File: config.mk
export PLATFORM = sky130hd
export DESIGN_NAME = dot_matrix_scan_ctrl
export DESIGN_NICKNAME = d
export VERILOG_FILES = /design/src/rtl/dot_matrix_scan_ctrl.sv
export SDC_FILE = /design/constraint.sdc
export NUM_CORES = 1
export LEC_CHECK = 0
export CAP_MARGIN = 15
export CORE_MARGIN = 10
export CORE_UTILIZATION = 60
export CTS_CLUSTER_DIAMETER = 30
export DETAILED_ROUTE_END_ITERATION = 7
export PLACE_DENSITY = 0.77
export SETUP_SLACK_MARGIN = 0.5
export SYNTH_ARGS = -nofsm -noshare
export SYNTH_HDL_FRONTEND = slang
export SYNTH_SLANG_ARGS = --single-unit
File: constraint.sdc
create_clock -name clock -period 2.4 [get_ports clock]
set_input_delay 0.48 -clock clock [delete_from_list [all_inputs] [get_ports clock]]
set_output_delay 0.48 -clock clock [all_outputs]
set_load 0.005 [all_outputs]
File: src/rtl/dot_matrix_scan_ctrl.sv
// Row-scan scheduler for an 8x8 LED matrix: double-buffered frame, tear-free commit, blanking between rows.
// Optional per-row PWM dimming via the brightness port when MATRIX_DIM_EN is defined.
module dot_matrix_scan_ctrl #(
  parameter int ROW_HOLD  = 1000,
  parameter int BLANK_CYC = 2,
  parameter int COL_INV   = 0
) (
  input  logic       clock,
  input  logic       reset,
  input  logic       wr_valid,
  output logic       wr_ready,
  input  logic [2:0] wr_row,
  input  logic [7:0] wr_data,
  input  logic       commit,
  output logic       commit_pending,
  output logic       frame_tick,
  output logic [7:0] dot_row,
  output logic [7:0] dot_col
`ifdef MATRIX_DIM_EN
  ,
  input  logic [2:0] brightness
`endif
);

  localparam int CNT_MAX = (ROW_HOLD > BLANK_CYC) ? ROW_HOLD : BLANK_CYC;
  localparam int CW      = $clog2(CNT_MAX);

  localparam logic [CW-1:0] HOLD_LAST  = CW'(ROW_HOLD - 1);
  localparam logic [CW-1:0] BLANK_LAST = CW'(BLANK_CYC - 1);
  localparam logic [7:0]    COL_OFF    = (COL_INV != 0) ? 8'hFF : 8'h00;

  localparam logic [0:0] ST_BLANK = 1'b0;
  localparam logic [0:0] ST_DRIVE = 1'b1;

  logic [0:0]    state_q, state_d;
  logic [2:0]    row_idx_q, row_idx_d;
  logic [CW-1:0] cnt_q, cnt_d;
  logic [7:0]    front_q [8];
  logic [7:0]    front_d [8];
  logic [7:0]    back_q  [8];
  logic [7:0]    back_d  [8];
  logic          pending_q, pending_d;
  logic          frame_tick_q, frame_tick_d;
  logic [7:0]    dot_row_q, dot_row_d;
  logic [7:0]    dot_col_q, dot_col_d;
  logic          boundary;
  logic [7:0]    row_pat;

`ifdef MATRIX_DIM_EN
  localparam int TW = CW + 4;
  logic [TW-1:0] dim_prod;
  logic [CW:0]   dim_thr_q, dim_thr_d;

  assign dim_prod = (TW'(brightness) + TW'(1)) * TW'(ROW_HOLD);
`endif

  assign boundary = (state_q == ST_DRIVE) && (cnt_q == HOLD_LAST) && (row_idx_q == 3'd7);

  // Scan sequencer: BLANK -> DRIVE -> next row's BLANK.
  always_comb begin
    state_d   = state_q;
    row_idx_d = row_idx_q;
    cnt_d     = cnt_q;
    if (state_q == ST_BLANK) begin
      if (cnt_q == BLANK_LAST) begin
        state_d = ST_DRIVE;
        cnt_d   = '0;
      end else begin
        cnt_d = cnt_q + CW'(1);
      end
    end else begin
      if (cnt_q == HOLD_LAST) begin
        state_d   = ST_BLANK;
        cnt_d     = '0;
        row_idx_d = row_idx_q + 3'd1;
      end else begin
        cnt_d = cnt_q + CW'(1);
      end
    end
  end

  // Writes and commits are both locked out while a copy is pending.
  always_comb begin
    back_d    = back_q;
    front_d   = front_q;
    pending_d = pending_q;
    if (!pending_q) begin
      if (wr_valid) begin
        back_d[wr_row] = wr_data;
      end
      if (commit) begin
        pending_d = 1'b1;
      end
    end else if (boundary) begin
      front_d   = back_q;
      pending_d = 1'b0;
    end
  end

`ifdef MATRIX_DIM_EN
  always_comb begin
    dim_thr_d = dim_thr_q;
    if ((state_q == ST_BLANK) && (state_d == ST_DRIVE)) begin
      dim_thr_d = dim_prod[TW-1:3];
    end
  end
`endif

  // Outputs are decoded from the next state so they line up with state_q.
  always_comb begin
    frame_tick_d = boundary;
    dot_row_d    = 8'h00;
    dot_col_d    = COL_OFF;
    row_pat      = front_q[row_idx_d];
`ifdef MATRIX_DIM_EN
    if ({1'b0, cnt_d} >= dim_thr_d) begin
      row_pat = 8'h00;
    end
`endif
    if (state_d == ST_DRIVE) begin
      dot_row_d = 8'h01 << row_idx_d;
      dot_col_d = row_pat ^ COL_OFF;
    end
  end

  always_ff @(posedge clock) begin
    if (reset) begin
      state_q      <= ST_BLANK;
      row_idx_q    <= 3'd0;
      cnt_q        <= '0;
      pending_q    <= 1'b0;
      frame_tick_q <= 1'b0;
      dot_row_q    <= 8'h00;
      dot_col_q    <= COL_OFF;
      for (int i = 0; i < 8; i++) begin
        front_q[i] <= 8'h00;
        back_q[i]  <= 8'h00;
      end
`ifdef MATRIX_DIM_EN
      dim_thr_q <= '0;
`endif
    end else begin
      state_q      <= state_d;
      row_idx_q    <= row_idx_d;
      cnt_q        <= cnt_d;
      pending_q    <= pending_d;
      frame_tick_q <= frame_tick_d;
      dot_row_q    <= dot_row_d;
      dot_col_q    <= dot_col_d;
      front_q      <= front_d;
      back_q       <= back_d;
`ifdef MATRIX_DIM_EN
      dim_thr_q <= dim_thr_d;
`endif
    end
  end

  assign wr_ready       = !pending_q;
  assign commit_pending = pending_q;
  assign frame_tick     = frame_tick_q;
  assign dot_row        = dot_row_q;
  assign dot_col        = dot_col_q;

endmodule

Yosys cells after proc, flatten, opt, wreduce, memory -nomap -nowiden
Index checks and enable logic that the tools add are counted.
{"block": "totals", "reg_bits": 160, "input_bits": 15, "elab_cells": 60}
{"block": "op_classes", "addsub": 2, "n_lt_le_gt_ge": 3, "n_eq_ne": 3, "n_shift": 1, "n_mux": 17, "bitwise": 4, "reduce_logical": 7}
{"operator": "bitwise mux 64 bit", "n": 1}
{"operator": "2-to-1 mux 10 bit", "n": 3}
{"operator": "binary-select mux 8 bit (select 3 bit)", "n": 1}
{"operator": "demux 8 bit (select 3 bit)", "n": 1}
{"operator": "2-to-1 mux 8 bit", "n": 3}
{"operator": "adder 10 x 1 -> 10 bit, second input constant", "n": 1}
{"operator": "equality test 10 x 1 -> 1 bit, second input constant", "n": 1}
{"operator": "equality test 10 bit, second input constant", "n": 1}
{"operator": "greater-or-equal comparator 4 bit, second input constant", "n": 2}
{"operator": "NOT 3 -> 4 bit", "n": 2}
{"operator": "<< shifter 1 x 3 -> 8 bit, first input constant", "n": 1}
{"operator": "2-to-1 mux 1 bit", "n": 6}
{"operator": "2-to-1 mux 3 bit", "n": 2}
{"operator": "< comparator 4 x 1 -> 1 bit, second input constant", "n": 1}
{"operator": "AND reduction 2 bit", "n": 2}
{"operator": "adder 3 x 1 -> 3 bit, second input constant", "n": 1}
{"operator": "equality test 3 bit, second input constant", "n": 1}
{"operator": "logical AND 1 bit", "n": 3}
{"operator": "NOT 1 bit", "n": 2}
{"operator": "OR reduction 2 bit", "n": 1}
{"operator": "logical NOT 1 bit", "n": 1}

Longest topological paths before layout
{"block": "depth", "ltp_word": 7, "ltp_mapped": 8, "mapped_depth_nobuf": 7}

Worst setup path before layout
Ideal clock, no wire load.
{"block": "synth_timing", "kind": "register to register", "from": "reg cnt_q[0]", "to": "reg dot_col_q[6], in the netlist dot_col[6]", "setup_ns": 0.117, "arrival_time_ns": 1.822, "t_required_ns": 2.283, "path_slack_ns": 0.461, "path_stages_with_launch": 9, "cell_sequence": "dfxtp_1 > ha_1 > and4bb_1 > buf_6 > a311oi_2 > a31oi_4 > buf_6 > o221ai_1 > a22o_1"}
{"block": "synth_between", "elab_chain_len": 7, "word_cells_on_any_way": 13}
{"element": "from (decl)", "line": "37", "text": "logic [CW-1:0] cnt_q, cnt_d;"}
{"element": "from (signal assigned)", "line": "145", "text": "cnt_q <= cnt_d;"}
{"element": "equality test 10 bit", "line": "72", "text": "if (cnt_q == HOLD_LAST) begin"}
{"element": "2-to-1 mux 3 bit", "line": "72"}
{"element": "2-to-1 mux 3 bit", "line": "64", "text": "if (state_q == ST_BLANK) begin"}
{"element": "NOT 3 -> 4 bit (implied by the code)", "line": "114", "text": "row_pat = front_q[row_idx_d];"}
{"element": "binary-select mux 8 bit (select 3 bit)", "line": "114"}
{"element": "2-to-1 mux 8 bit (implied by the code) (2 in a row)", "line": "114"}
{"element": "to (signal assigned)", "line": "149", "text": "dot_col_q <= dot_col_d;"}
{"element": "to (decl)", "line": "45", "text": "logic [7:0] dot_col_q, dot_col_d;"}
Parallel ways exist; a longest one is shown, timed or not. The select of a mux whose other input is x is not followed.
A chain may end at the register's enable or synchronous reset.

Worst setup path after layout
{"block": "layout_timing", "from": "reg cnt_q[0]", "to": "reg dot_col_q[2], in the netlist dot_col[2]"}
The elaborated chain is that of the path after synthesis.

==> qor.csv <==
metric,value,unit
syn_area_per_cell,8.56,µm²
crit_arrival,2.29,ns
p_int,4690,µW
synth_cell_type_count,43,
h-tree-depth,4,
finalSetupTns,0,ns
path_class,reg2reg,
drive_above_1_share,0.152,
final_cell_mix,"153 x dfxtp_1, 141 x nand2_1, 92 x nor2_1",
place_ws,0.235,ns
post_dp_cell_area,7500,µm²
rsz0062_at_grt,yes,
place.gp.congestion,0.928,
totalWireLength,19900,µm
die_h,128,µm
nets,870,
dieArea,16500,µm²
p_leak,0.00309,µW
antennaDiodeCount,0,
seq_area_frac_synth,0.455,
grt_max_degree,134,
track_usage,0.235,
seq_power_share,0.456,
core-area,11500,µm²
crit_required,2.72,ns
cp-end-kind,flip-flop,
ant_nets,0,
fin_crit_sh,0.822,
core.rowCount,39,
path_clk_slew,0.06,ns
fillers,778,
crit_chain,ha_4 > and4bb_4 > a311oi_2 > a31oi_4 > buf_6 > o221ai_1 > a22o_1,
synth_fp_nets,841,
dpl.cell_count,955,
grt_pass1_vias,5981,
fin_skew,0.00996,ns
grt_first_pass_wirelength,31100,µm
slew_viol_final,0,
fmax,507,MHz
setup_viol_count_final,0,
worst_path_largest_cell_delay,0.37,ns
dr.pass1.iters,5,
vias,6231,
cts_buffer_depth,2,
cts_made_buffers,17,
switching_share,0.215,
clkLatencyLatePin,0.43,ns
fin_crit,1.97,ns
dr.first_iter.drc_count,774,
power.density,693,nW/µm²
hold_class,in2reg,
synth.yosys.warnings,0,
vias_per_cell,6.19,
grt_overflow_total,0,
cts_root_buf,clkbuf_16,
peakVddDrop,988,µV
cts_tree,built,
clkPwrFrac,0.502,
power_switching,1290,µW
slew_headroom,0.598,
cp_slowest_cell,dfxtp_4,
dp_hpwl,11800,µm
syn_area,7040,µm²
route.detailed.wl_per_inst,19.7,µm
status,completed,
timing.final.ws_setup,0.427,ns
p_comb_frac,0.042,
clkSinkCount,160,
holdBufCountCts,0,
final_cell_area,8630,µm²
drv_cap,0,
port_buffers,33,
grt_antenna_before_repair,0,
final_common_cell,dfxtp_1,
report.final.hold_viol_count,0,
area_growth,22.6,%
netlist_instances,822,
post_layout_nonfiller_instances,1007,
path_max_fanout,6,
drcViolationCount,0,
start_util,0.614,
yosys_register_bits,160,
holdWs,0.295,ns
die_x,128,µm
worst_pin_slew,0.602,ns
startpoint_type,flip-flop,
io_pins,34,
-- cell usage after synthesis, drive strengths merged --
cell | n | area [µm²]
a2111oi | 16 | 140
a211oi | 16 | 120
a21oi | 67 | 335
a22o | 7 | 61.3
a311oi | 2 | 30.0
a31oi | 20 | 155
and2 | 1 | 6.26
and3 | 21 | 131
and4bb | 1 | 12.5
buf | 25 | 166
clkbuf | 47 | 176
dfxtp | 160 | 3200
ha | 4 | 50.1
inv | 36 | 135
mux2 | 1 | 11.3
mux2i | 64 | 641
nand2 | 141 | 529
nand2b | 1 | 6.26
nand3 | 26 | 160
nand3b | 34 | 255
nand4 | 1 | 6.26
nand4bb | 2 | 22.5
nor2 | 92 | 345
nor3 | 5 | 46.3
nor3b | 3 | 22.5
nor4 | 1 | 12.5
nor4b | 1 | 15.0
o21ai | 1 | 5.00
o221a | 2 | 22.5
o221ai | 14 | 123
o22ai | 1 | 12.5
o31ai | 1 | 7.51
xnor2 | 4 | 35.0
xor2 | 4 | 35.0
-- layer usage --
metal	GRT usage	vias up	share of wire
li1	-	2892	-
met1	0.309	3003	0.43
met2	0.366	292	0.46
met3	0.0567	44	0.088
met4	0.0854	0	0.018
met5	0	-	0
-- cell families (layout without fill, tap and decap cells) --
kind of cell    count (synthesis)  in the layout  synth area share
mux                            65             65            0.0926
fa+ha+maj                       4              4           0.00711
simple gates                  330            331             0.223
compound gates                147            147             0.144
flops                         160            160             0.455
xor+xnor                        8              8           0.00996
buf+inv                       108            149            0.0679
-- critical path, delay by kind of cell, from the launching register on --
| kind | cells | cell delay [ns] |
|---|---|---|
| AO/OA/AOI/OAI | 4 | 0.82 |
| adder cells (fa/ha/maj) | 1 | 0.17 |
| buffers and inverters | 1 | 0.17 |
| flip-flops | 1 | 0.37 |
| AND/OR/NAND/NOR | 1 | 0.33 |
-- per-stage QoR --
stage / util / power [µW]
after floorplan: - / 2920
after global placement: 0.654 / 3000
after detailed placement: 0.654 / 3010
after CTS: 0.730 / 5980
after global routing: 0.752 / 6140
final: 0.752 / 5980
-- cell type report --
| type | instances | area [µm²] | area share |
|---|---|---|---|
| timing repair buffer | 81 | 886 | 0.103 |
| clock buffer | 19 | 453 | 0.0525 |
| clock inverter | 13 | 206 | 0.0239 |
| sequential | 160 | 3220 | 0.373 |
| inverter | 36 | 135 | 0.0157 |
| multi-input combinational | 555 | 3550 | 0.412 |
| tap | 143 | 179 | 0.0207 |
-- path summary, 6_finish.rpt --
path	slack, ns	endpoint	depth (start not counted)	start
setup / recovery	0.43	dot_col[2]	7	cnt_q[0]
hold / removal	0.29	state_q	2	reset
hold reg to reg	0.45	front_q[20]	2	front_q[20]
setup reg to reg	0.43	dot_col[2]	7	cnt_q[0]
-- registers in the layout (all words and copies together) (netlist names) --
register / count
frame_tick: 1
dot_row: 8
dot_col: 8
front_q: 64
commit_pending: 1
cnt_q: 10
back_q: 64
row_idx_q: 3
state_q: 1
-- power by group through the flow --
stage                     clock network, µW  logic, µW  registers (µW)
after detailed placement                  0        233            2780
after global placement                    0        224            2780
after global routing                   3140        266            2730
after floorplan                           0        146            2770
after CTS                              3010        244            2730
final                                  3010        249            2730
-- what timing repair did --
action	4_1_cts	5_1_grt
setup endpoints to repair	87	82
buffers inserted	10	4
cloned	2	4
gates resized for setup	30	32
pin swaps	4	7
No activity file was read; power rests on OpenSTA's default activity.
